**src/rtl/prb_scan_controller_pkg.sv**
```systemverilog
// Shared definitions for the convolution scan controller: FSM state encoding and
// default array geometry.
package prb_scan_controller_pkg;

    localparam int unsigned DefInputWidth    = 4;
    localparam int unsigned DefInputWidthLog = 2;
    localparam int unsigned DefKernelWidth   = 3;
    localparam int unsigned DefKernelHeight  = 3;
    localparam int unsigned DefRowW          = 8;

    typedef enum logic [2:0] {
        StIdle,
        StClear,
        StIssue,
        StWait,
        StCommit,
        StDone
    } scan_state_e;

endpackage

```
**src/rtl/prb_scan_controller_counter.sv**
```systemverilog
// Nested column/row counter for the scan: column wraps at the row end, row stops at
// the last latched row.
module prb_scan_counter #(
    parameter int unsigned INPUT_WIDTH     = 4,
    parameter int unsigned INPUT_WIDTH_LOG = 2,
    parameter int unsigned ROW_W           = 8
) (
    input  logic                       clk_i,
    input  logic                       rst_i,
    input  logic                       clear_i,
    input  logic                       advance_i,
    input  logic [ROW_W-1:0]           last_row_idx_i,
    output logic [INPUT_WIDTH_LOG-1:0] col_o,
    output logic [ROW_W-1:0]           row_o,
    output logic                       last_col_o,
    output logic                       last_row_o
);

    localparam logic [INPUT_WIDTH_LOG-1:0] ColLast = INPUT_WIDTH_LOG'(INPUT_WIDTH - 1);

    logic [INPUT_WIDTH_LOG-1:0] col_q, col_d;
    logic [ROW_W-1:0]           row_q, row_d;

    assign last_col_o = (col_q == ColLast);
    assign last_row_o = (row_q == last_row_idx_i);
    assign col_o      = col_q;
    assign row_o      = row_q;

    always_comb begin
        col_d = col_q;
        row_d = row_q;
        if (clear_i) begin
            col_d = '0;
            row_d = '0;
        end else if (advance_i) begin
            if (last_col_o) begin
                col_d = '0;
                // On the final column of the final row the row index is left in place.
                if (!last_row_o) begin
                    row_d = row_q + ROW_W'(1);
                end
            end else begin
                col_d = col_q + INPUT_WIDTH_LOG'(1);
            end
        end
    end

    always_ff @(posedge clk_i) begin
        if (rst_i) begin
            col_q <= '0;
            row_q <= '0;
        end else begin
            col_q <= col_d;
            row_q <= row_d;
        end
    end

endmodule

```
**src/rtl/prb_scan_controller.sv**
```systemverilog
// Layer-pass sequencer: walks rows and columns, handshakes each column with the MAC
// array and strobes the partial result buffer.
module prb_scan_controller
    import prb_scan_controller_pkg::*;
#(
    parameter int unsigned INPUT_WIDTH     = DefInputWidth,
    parameter int unsigned INPUT_WIDTH_LOG = DefInputWidthLog,
    parameter int unsigned KERNEL_WIDTH    = DefKernelWidth,
    parameter int unsigned KERNEL_HEIGHT   = DefKernelHeight,
    parameter int unsigned ROW_W           = DefRowW
) (
    input  logic                       clock,
    input  logic                       reset,
    input  logic                       start,
    input  logic [ROW_W-1:0]           num_rows,
    input  logic                       mac_done,
    output logic                       col_req,
    output logic [INPUT_WIDTH_LOG-1:0] width_index,
    output logic [ROW_W-1:0]           row_index,
    output logic                       buf_clear,
    output logic                       buf_enable,
    output logic                       out_valid,
    output logic                       busy,
    output logic                       done
);

    localparam logic [INPUT_WIDTH_LOG-1:0] KwLast = INPUT_WIDTH_LOG'(KERNEL_WIDTH - 1);
    localparam logic [ROW_W-1:0]           KhLast = ROW_W'(KERNEL_HEIGHT - 1);

    scan_state_e      state_q, state_d;
    logic [ROW_W-1:0] num_rows_q, num_rows_d;
    logic             cnt_clear, cnt_advance;
    logic             last_col, last_row;

    prb_scan_counter #(
        .INPUT_WIDTH    (INPUT_WIDTH),
        .INPUT_WIDTH_LOG(INPUT_WIDTH_LOG),
        .ROW_W          (ROW_W)
    ) u_counter (
        .clk_i         (clock),
        .rst_i         (reset),
        .clear_i       (cnt_clear),
        .advance_i     (cnt_advance),
        .last_row_idx_i(num_rows_q - ROW_W'(1)),
        .col_o         (width_index),
        .row_o         (row_index),
        .last_col_o    (last_col),
        .last_row_o    (last_row)
    );

    always_comb begin
        state_d     = state_q;
        num_rows_d  = num_rows_q;
        cnt_clear   = 1'b0;
        cnt_advance = 1'b0;
        unique case (state_q)
            StIdle: begin
                if (start) begin
                    num_rows_d = num_rows;
                    cnt_clear  = 1'b1;
                    state_d    = StClear;
                end
            end
            StClear:  state_d = (num_rows_q == '0) ? StDone : StIssue;
            StIssue:  state_d = StWait;
            StWait: begin
                if (mac_done) begin
                    state_d = StCommit;
                end
            end
            StCommit: begin
                cnt_advance = 1'b1;
                state_d     = (last_col && last_row) ? StDone : StIssue;
            end
            StDone:   state_d = StIdle;
            default:  state_d = StIdle;
        endcase
    end

    always_ff @(posedge clock) begin
        if (reset) begin
            state_q    <= StIdle;
            num_rows_q <= '0;
        end else begin
            state_q    <= state_d;
            num_rows_q <= num_rows_d;
        end
    end

    always_comb begin
        col_req    = (state_q == StIssue);
        buf_clear  = (state_q == StClear);
        buf_enable = (state_q == StCommit) && (width_index >= KwLast);
        out_valid  = buf_enable && (row_index >= KhLast);
        busy       = (state_q != StIdle);
        done       = (state_q == StDone);
    end

    always_ff @(posedge clock) begin
        if (!reset) begin
            assert ($onehot0({col_req, buf_clear, buf_enable, done}));
            assert (!buf_enable || (state_q == StCommit));
        end
    end

endmodule

```
**config.mk**
```make
export PLATFORM = sky130hd
export DESIGN_NAME = prb_scan_controller
export DESIGN_NICKNAME = d
export VERILOG_FILES = /design/src/rtl/prb_scan_controller_pkg.sv /design/src/rtl/prb_scan_controller_counter.sv /design/src/rtl/prb_scan_controller.sv
export SDC_FILE = /design/constraint.sdc
export NUM_CORES = 1
export LEC_CHECK = 0
export ABC_AREA = 1
export CAP_MARGIN = 10
export CORE_MARGIN = 8
export CORE_UTILIZATION = 29
export DETAILED_ROUTE_END_ITERATION = 8
export PLACE_DENSITY = 0.55
export SYNTH_ARGS = -nofsm -noshare
export SYNTH_HDL_FRONTEND = slang
export SYNTH_SLANG_ARGS = --single-unit
export TNS_END_PERCENT = 1
```
**constraint.sdc**
```tcl
create_clock -name clock -period 2 [get_ports clock]
set_input_delay 0.4 -clock clock [delete_from_list [all_inputs] [get_ports clock]]
set_output_delay 0.4 -clock clock [all_outputs]
set_load 0.005 [all_outputs]
```
==> flow_summary.json <==
{
  "post_synth_inst_count": 212,
  "synthToLayoutAreaGrowth_pct": 33.2,
  "top_layer_used_by_detailed_routing": "met4",
  "nets": 267,
  "synthXorXnorAreaFrac": 0.0444,
  "netlist-cell-type-count": 26,
  "track_usage": 0.0974,
  "totalNegativeSetupSlack_ps": 0,
  "die_height_um": 85.0,
  "max_slew.worst_pin.slew_ps": 366,
  "finalHoldViolCount": 0,
  "dr_wl_met3_um": 147,
  "cell_pwr_density_nw_per_um2": 908,
  "clk_latency_ps": 260,
  "clock_tree_from_tritoncts": "built",
  "yosysWarningCount": 0,
  "antenna_violations_before_repair": 0,
  "drive_above_1_share": 0.129,
  "synth.cell_area_um2": 1380,
  "finalWorstPathRequiredPeriod_ps": 1930,
  "ctsRootBufferMaster": "clkbuf_8",
  "synthesis.area_per_instance_um2": 6.51,
  "worst-path-max-fanout": 3,
  "clk_pin_slew_ps": 70,
  "synth_top_family_by_area": "simple AND/OR/NAND/NOR gates",
  "hold_depth": 2,
  "rsz0062_at_grt": "yes",
  "met2_wirelength_mm": 1.47,
  "hp-class": "register to register",
  "synth_nets": 230,
  "basic_gate_share_of_the_synthesized_area_counting_and_or_nand_and_nor_cells": 0.379,
  "slew_headroom": 0.754,
  "setup_viol": 0,
  "port_buffers": 27,
  "worstSetupStartpointType": "register",
  "drc": 0,
  "dp_hpwl_mm": 2.80,
  "number_of_enable_flip_flop_cells_after_synthesis": 0,
  "ys_ff_latch": 21,
  "synth-async-reset-ratio": 0,
  "yosys-top-cells-area": "dfxtp_1, nand2_1, inv_1",
  "gr-total-overflow": 0,
  "status": "finished clean",
  "grt_pass1_vias": 1280,
  "synth_compound_gate_area_share": 0.116,
  "std_cell_rows": 25,
  "fp.coreArea_um2": 4660,
  "clockBufferDepth": 2,
  "worst-r2r-cell-count": 12,
  "gp_congestion": 0.791,
  "synth.yosys.seq_area_share": 0.305,
  "quantity_of_hold_fixing_buffers_added_after_cts": 0,
  "synth.largest_area_cell": "dfxtp_1",
  "final_cell_count_no_fill": 302,
  "design.portCount": 28,
  "layout_worst_path_cycle_share": 0.963,
  "postLayoutSetupSlackWorst_ps": 73.4,
  "final.setup_skew_ps": 4.65,
  "cts.sink_count": 21,
  "cap_viol_max_count": 0,
  "critPathRequiredTime_ps": 1600,
  "timing_worst_setup_path_type": "register to output port",
  "number_of_instances_in_the_placed_design": 298,
  "vdd_ir_drop_max_v": 0.000488,
  "detailroute.via_count": 1370,
  "synth.area.mux_share": 0,
  "place_ws_ps": 168,
  "p_leak_nw": 0.800,
  "floorplan.die_area_um2": 7220,
  "detail-route-antenna-nets": 0,
  "initial_utilization": 0.296,
  "yosys.area_share.adder": 0.0544,
  "wl_mm": 3.36,
  "antenna_cells": 0,
  "critical_path.endpoint_type": "output port",
  "via_per_inst": 4.54,
  "htree_num_levels": 1,
  "cp.arrival_ps": 1530,
  "synth_top_area_frac": 0.305,
  "fp.dieW_um": 85.0,
  "cts-buffers-inserted": 3,
  "met1Wirelength_mm": 1.71,
  "synthTopCellsByCount": "nand2_1, inv_1, dfxtp_1, nand3_1, a21oi_1",
  "drtIter0Drc": 70,
  "max_clock_freq_mhz": 519,
  "avgRoutedWirePerCell_um": 11.1,
  "drv_slew": 0,
  "drt_pre_antenna_iters": 4,
  "final.hold.worst_slack_ps": 502,
  "dominantRegCellSynth": "dfxtp_1",
  "grt_max_degree": 15,
  "finalPower_mw": 1.67,
  "global_route_wire_length_before_repair_mm": 5.81,
  "yosysMostFrequentCell": "nand2_1"
}
metal layers:
metal / vias to the layer above / GRT usage
met2: 25 / 0.156
met3: 2 / 0.0328
met4: 0 / 0.0194
li1: 757 / -
met1: 586 / 0.123
met5: - / 0
registers in the layout (all words and copies together) (netlist names):
register / count
state_q: 3
u_counter.col_o: 2
u_counter.row_o: 8
num_rows_q: 8
cells in the final DEF (no fill, tap or decap), types with 2 or more instances in the layout:
cell,n
a21oi_1,20
buf_4,7
clkbuf_8,3
clkdlybuf4s50_1,25
dfxtp_1,17
dfxtp_2,4
ha_1,5
inv_1,32
inv_2,2
nand2_1,47
nand2_4,2
nand3_1,21
nand4_1,5
nor2_1,14
nor2_2,3
nor2_4,3
nor3_1,6
o21ai_0,7
o21ai_1,3
o21ai_2,2
or2_2,2
xnor2_1,3
xor2_1,4
through the flow:
| step | utilization | area (um2) |
|---|---|---|
| finish | 0.394 | 1840 |
| floorplan | - | 1380 |
| CTS | 0.390 | 1820 |
| global route | 0.394 | 1840 |
| detailed placement | 0.378 | 1760 |
| global placement | 0.378 | 1760 |
critical path, stage by stage, from the launching register on:
cell and delay (ps):
dfxtp_1 410, inv_1 90, nor3_1 210, clkdlybuf4s50_1 550
final cells by class:
class                      instances  area [um2]
fill                             508        2820
multi-input combinational        154         845
sequential                        21         425
inverter                          35         131
tap                               54        67.6
timing repair buffer              34         324
clock buffer                       4        45.0
kinds of logic after synthesis:
logic type / count (synthesis)
simple gates: 109
buf+inv: 37
compound gates: 32
flops: 21
xor+xnor: 7
fa+ha+maj: 6
final timing paths:
path,from,end,slack [ps]
hold / removal,num_rows_q[7],num_rows_q[7],500
setup reg to reg,num_rows_q[1],u_counter.row_o[0],180
setup / recovery,state_q[0],buf_clear,70
hold reg to reg,num_rows_q[7],num_rows_q[7],500
report_power, final:
| group | switching [mW] | leakage (nW) | internal (mW) |
|---|---|---|---|
| logic | 0.458 | 0.604 | 0.356 |
| registers | 0.0872 | 0.173 | 0.487 |
| clock network | 0.139 | 0.0228 | 0.142 |
| total | 0.684 | 0.800 | 0.985 |
what timing repair did:
item | CTS | global route
resized for setup | 6 | 7
pin swaps | 1 | 1
setup endpoints to repair | 2 | 6
setup buffers | 0 | 0
No activity file was read; power rests on OpenSTA's default activity.
